`config.mk`:
```
export PLATFORM = sky130hd
export DESIGN_NAME = counter_run_ctrl
export DESIGN_NICKNAME = d
export VERILOG_FILES = /design/src/rtl/counter_run_ctrl.sv
export SDC_FILE = /design/constraint.sdc
export NUM_CORES = 1
export LEC_CHECK = 0
export CAP_MARGIN = 5
export CORE_MARGIN = 4
export CORE_UTILIZATION = 49
export DETAILED_ROUTE_END_ITERATION = 12
export PLACE_DENSITY = 0.81
export SLEW_MARGIN = 20
export SYNTH_ARGS = -nofsm -noshare
export SYNTH_HDL_FRONTEND = slang
export SYNTH_SLANG_ARGS = --single-unit
```
`constraint.sdc`:
```
create_clock -name clk -period 3.4 [get_ports clk]
set_clock_uncertainty 0.2 [all_clocks]
set_input_delay 0.68 -clock clk [delete_from_list [all_inputs] [get_ports clk]]
set_output_delay 0.68 -clock clk [all_outputs]
set_load 0.02 [all_outputs]
```
`src/rtl/counter_run_ctrl.sv`:
```
// counter_run_ctrl: run controller for a prescaled up-counter.
// Sequences the counter through start, stop, pause/resume, load and
// terminal-count handling, with a valid/ready command port and status outputs.
module counter_run_ctrl #(
   parameter int WIDTH      = 8,
   parameter int PRESCALE_W = 4
) (
   input  logic                  clk,
   input  logic                  reset,
   input  logic                  cmd_valid,
   output logic                  cmd_ready,
   input  logic [1:0]            cmd_op,
   input  logic [WIDTH-1:0]      cmd_data,
   input  logic [WIDTH-1:0]      limit,
   input  logic [PRESCALE_W-1:0] prescale,
   input  logic                  wrap_en,
   output logic [WIDTH-1:0]      count,
   output logic                  busy,
   output logic                  paused,
   output logic                  done,
   output logic                  wrap
);

   typedef enum logic [1:0] {
      IDLE  = 2'd0,
      RUN   = 2'd1,
      PAUSE = 2'd2,
      DONE  = 2'd3
   } state_t;

   typedef enum logic [1:0] {
      OP_START        = 2'b00,
      OP_STOP         = 2'b01,
      OP_PAUSE_TOGGLE = 2'b10,
      OP_LOAD         = 2'b11
   } op_t;

   state_t                state, state_n;
   logic [WIDTH-1:0]      count_n;
   logic [PRESCALE_W-1:0] presc, presc_n;
   logic [WIDTH-1:0]      limit_q, limit_n;
   logic [PRESCALE_W-1:0] prescale_q, prescale_n;
   logic                  wrap_q, wrap_q_n;
   logic                  wrap_n;
   logic                  accept;
   logic                  tick;

   // Status outputs decode the state register only, so nothing combinational
   // reaches cmd_ready from the command inputs.
   always_comb begin
      cmd_ready = (state != DONE);
      busy      = (state == RUN) || (state == PAUSE);
      paused    = (state == PAUSE);
      done      = (state == DONE);
   end

   // Next-state, counter and prescaler update; an accepted command suppresses
   // any tick falling in the same cycle.
   always_comb begin
      state_n    = state;
      count_n    = count;
      presc_n    = presc;
      limit_n    = limit_q;
      prescale_n = prescale_q;
      wrap_q_n   = wrap_q;
      wrap_n     = 1'b0;

      accept = cmd_valid && cmd_ready;
      tick   = (state == RUN) && (presc == prescale_q);

      if (accept) begin
         case (op_t'(cmd_op))
            OP_START: begin
               count_n    = '0;
               presc_n    = '0;
               limit_n    = limit;
               prescale_n = prescale;
               wrap_q_n   = wrap_en;
               state_n    = RUN;
            end
            OP_STOP: begin
               state_n = IDLE;
            end
            OP_PAUSE_TOGGLE: begin
               if (state == RUN)
                  state_n = PAUSE;
               else if (state == PAUSE)
                  state_n = RUN;
            end
            OP_LOAD: begin
               count_n = cmd_data;
               presc_n = '0;
            end
            default: ;
         endcase
      end else begin
         case (state)
            RUN: begin
               if (tick) begin
                  presc_n = '0;
                  if (count == limit_q) begin
                     if (wrap_q) begin
                        count_n = '0;
                        wrap_n  = 1'b1;
                     end else begin
                        state_n = DONE;
                     end
                  end else begin
                     count_n = count + WIDTH'(1);
                  end
               end else begin
                  presc_n = presc + PRESCALE_W'(1);
               end
            end
            DONE:    state_n = IDLE;
            default: ;
         endcase
      end
   end

   // State, counter and latched run settings; reset overrides any command.
   always_ff @(posedge clk) begin
      if (reset) begin
         state      <= IDLE;
         count      <= '0;
         presc      <= '0;
         limit_q    <= '0;
         prescale_q <= '0;
         wrap_q     <= 1'b0;
         wrap       <= 1'b0;
      end else begin
         state      <= state_n;
         count      <= count_n;
         presc      <= presc_n;
         limit_q    <= limit_n;
         prescale_q <= prescale_n;
         wrap_q     <= wrap_q_n;
         wrap       <= wrap_n;
      end
   end

endmodule

```
==> flow_summary.toml <==
[critical_path]
worstSetupPathType = "primary input to flip-flop"
crit_end = "count[4]"
reg2reg_depth = 6
rr_startpoint = "state[0]"
arrival_ps = 2640
start_kind = "primary input"
path_max_fanout = 7
required_ps = 3390
critPathLaunch = "cmd_op[0]"
r2r_end = "count[4]"
endpoint_kind = "flip-flop"
ff2ff_setup_slack_ps = 990

[placement]
dp_hpwl_mm = 2.85
gp_congestion = 0.898
dpl.cell_count = 279
port_buffers = 38

[floorplan]
start_util_pct = 53.1
ios = 39
dieHeight_um = 66.5
core_sq_um = 3150
row_count = 20
die_w_um = 66.5
dieArea_sq_um = 4420

[run_status]
status = "finished, final reports clean"

[clock_network]
clockBufferDepth = 2
clk_latency_ps = 320
cts_resized = 0
htree_levels = 1
cts_hold_buffers = 0
postCtsSetupRepairBufs = 0
cts_made_buffers = 3
clkSlewWorstSetupHoldPaths_ps = 140
tritoncts = "done"
cts.sinks = 28
cts-root-buf = "clkbuf_4"

[grt]
grt_max_degree = 15
track_usage_pct = 16.9
use_met1_pct = 22.3
antenna_found_initial = 0
grt.overflow.total = 0
busiest_layer = "met2"
met2_usage_pct = 28.0
grt_pass1_vias = 1371
grt_use_met3_pct = 2.70
grt_pass1_wl_mm = 5.84

[logic_synthesis]
synth.ff_latch_count = 28
synthFlopType = "dfxtp_1"
yosysSeqAreaShare_pct = 33.5
syn_area_sq_um = 1670
postSynthCellCount = 204
yosysWarnings = 0
synth.distinct_cells = 45
synthArstFlopShare_pct = 0
synth_edf_count = 0
synth_nets = 239
syn_avg_cell_area_sq_um = 8.21

[cells_and_area]
layout.nets = 275
antenna_cells = 0
layout_common_cells = "38 x clkdlybuf4s50_1, 36 x nand2_1, 28 x dfxtp_1"
layout_commonest_cell = "clkdlybuf4s50_1"
drive_above_1_share_pct = 5.46
area_growth_pct = 26.0
final-instance-count-excl-fill = 282

[routing]
drc = 0
vias_per_cell = 5.49
num_vias = 1547
wl_per_cell_um = 13.0
wl_mm = 3.68
ant_nets = 0
drt_iter0_markers = 87
first_pass_iters = 4

[pwr]
power.total_mw = 0.803
p_leak_nw = 0.732
power_per_cell_area_nw_per_um2 = 380
vdd.ir_drop.worst_uv = 195

[min_path]
min_from = "limit_q[5]"
min_path_type = "flip-flop to flip-flop"

[sta]
worst_pin_slew_ps = 530
fin_crit_sh_pct = 77.9
tns_ps = 0
setup_violations = 0
period_needed_ps = 2650
rsz0062_at_grt = "no"
relSlewSlack_pct = 64.3
max_freq_mhz = 377
drv_slew = 0
hold_viol_final = 0

[flow_run]
max-cap-violations = 0
-- worst max-delay path: stages --
cell	delay (ps)
clkdlybuf4s50_1	510
inv_1	70
ha_1	230
nor2_1	90
nor2_1	80
or4_1	680
a21oi_1	210
a311oi_1	70
-- layout make-up --
cell class / count / area, sq um
sequential: 28 / 561
clock buffer: 3 / 22.5
timing repair buffer: 40 / 395
inverter: 10 / 37.5
tap: 44 / 55.1
fill: 283 / 1040
multi-input combinational: 157 / 1040
-- synthesized netlist by cell type (all sizes together) (3+ instances only) --
cell type	count	area, sq um
inv	10	37.5
ha	9	113
nand3	3	15.0
a21oi	25	129
clkbuf	6	22.5
nor3	3	15.0
o21ai	3	15.0
dfxtp	28	561
and4	4	35.0
a211oi	5	37.5
nor2b	3	18.8
nor2	10	37.5
a32o	4	40.0
buf	3	15.0
xnor2	16	163
nand2	36	135
nand4	5	37.5
-- metal layers --
metal  part of all wire [%]  wire [um]
met1                     46       1700
met2                     45       1670
met3                    6.9        253
met4                    1.4         51
met5                      0          0
-- sequential cells by signal, indices dropped and copies added, names as in the netlist --
register,cells
presc,4
state,2
count,8
prescale_q,4
wrap,1
wrap_q,1
limit_q,8
-- through the flow --
stage / hold slack (ps) / setup slack [ps] / utilization [%] / area (sq um)
after floorplan: 249 / 1140 / - / 1670
after global placement: 257 / 466 / 66.2 / 2090
after detailed placement: 265 / 415 / 66.2 / 2090
after CTS: 284 / 772 / 66.9 / 2110
after global routing: 310 / 661 / 66.9 / 2110
final: 280 / 750 / 66.9 / 2110
-- logic make-up (layout without fill, tap and decap cells) --
| family | after synthesis | count (layout) | synth area share (%) |
|---|---|---|---|
| AO/OA/AOI/OAI | 54 | 54 | 21.8 |
| XOR/XNOR | 18 | 18 | 10.8 |
| adder cells (fa/ha/maj) | 9 | 9 | 6.73 |
| buffers and inverters | 19 | 53 | 4.48 |
| flip-flops | 28 | 28 | 33.5 |
| multiplexers | 1 | 1 | 0.598 |
| AND/OR/NAND/NOR | 75 | 75 | 22.2 |
-- where the power goes --
part / leakage (nW) / total [mW] / switching, mW / internal, mW
combinational: 0.491 / 0.290 / 0.154 / 0.136
sequential: 0.228 / 0.378 / 0.0296 / 0.349
clock: 0.0138 / 0.134 / 0.0929 / 0.0416
total: 0.732 / 0.803 / 0.277 / 0.526
-- worst min path at each step --
stage                     to  cells past startpoint
6_report          limit_q[5]                      2
5_1_grt        prescale_q[0]                      2
4_1_cts           limit_q[5]                      2
3_5_place_dp   prescale_q[2]                      2
3_3_place_gp      limit_q[5]                      2
2_1_floorplan     limit_q[1]                      2
No activity file was read; power rests on OpenSTA's default activity.
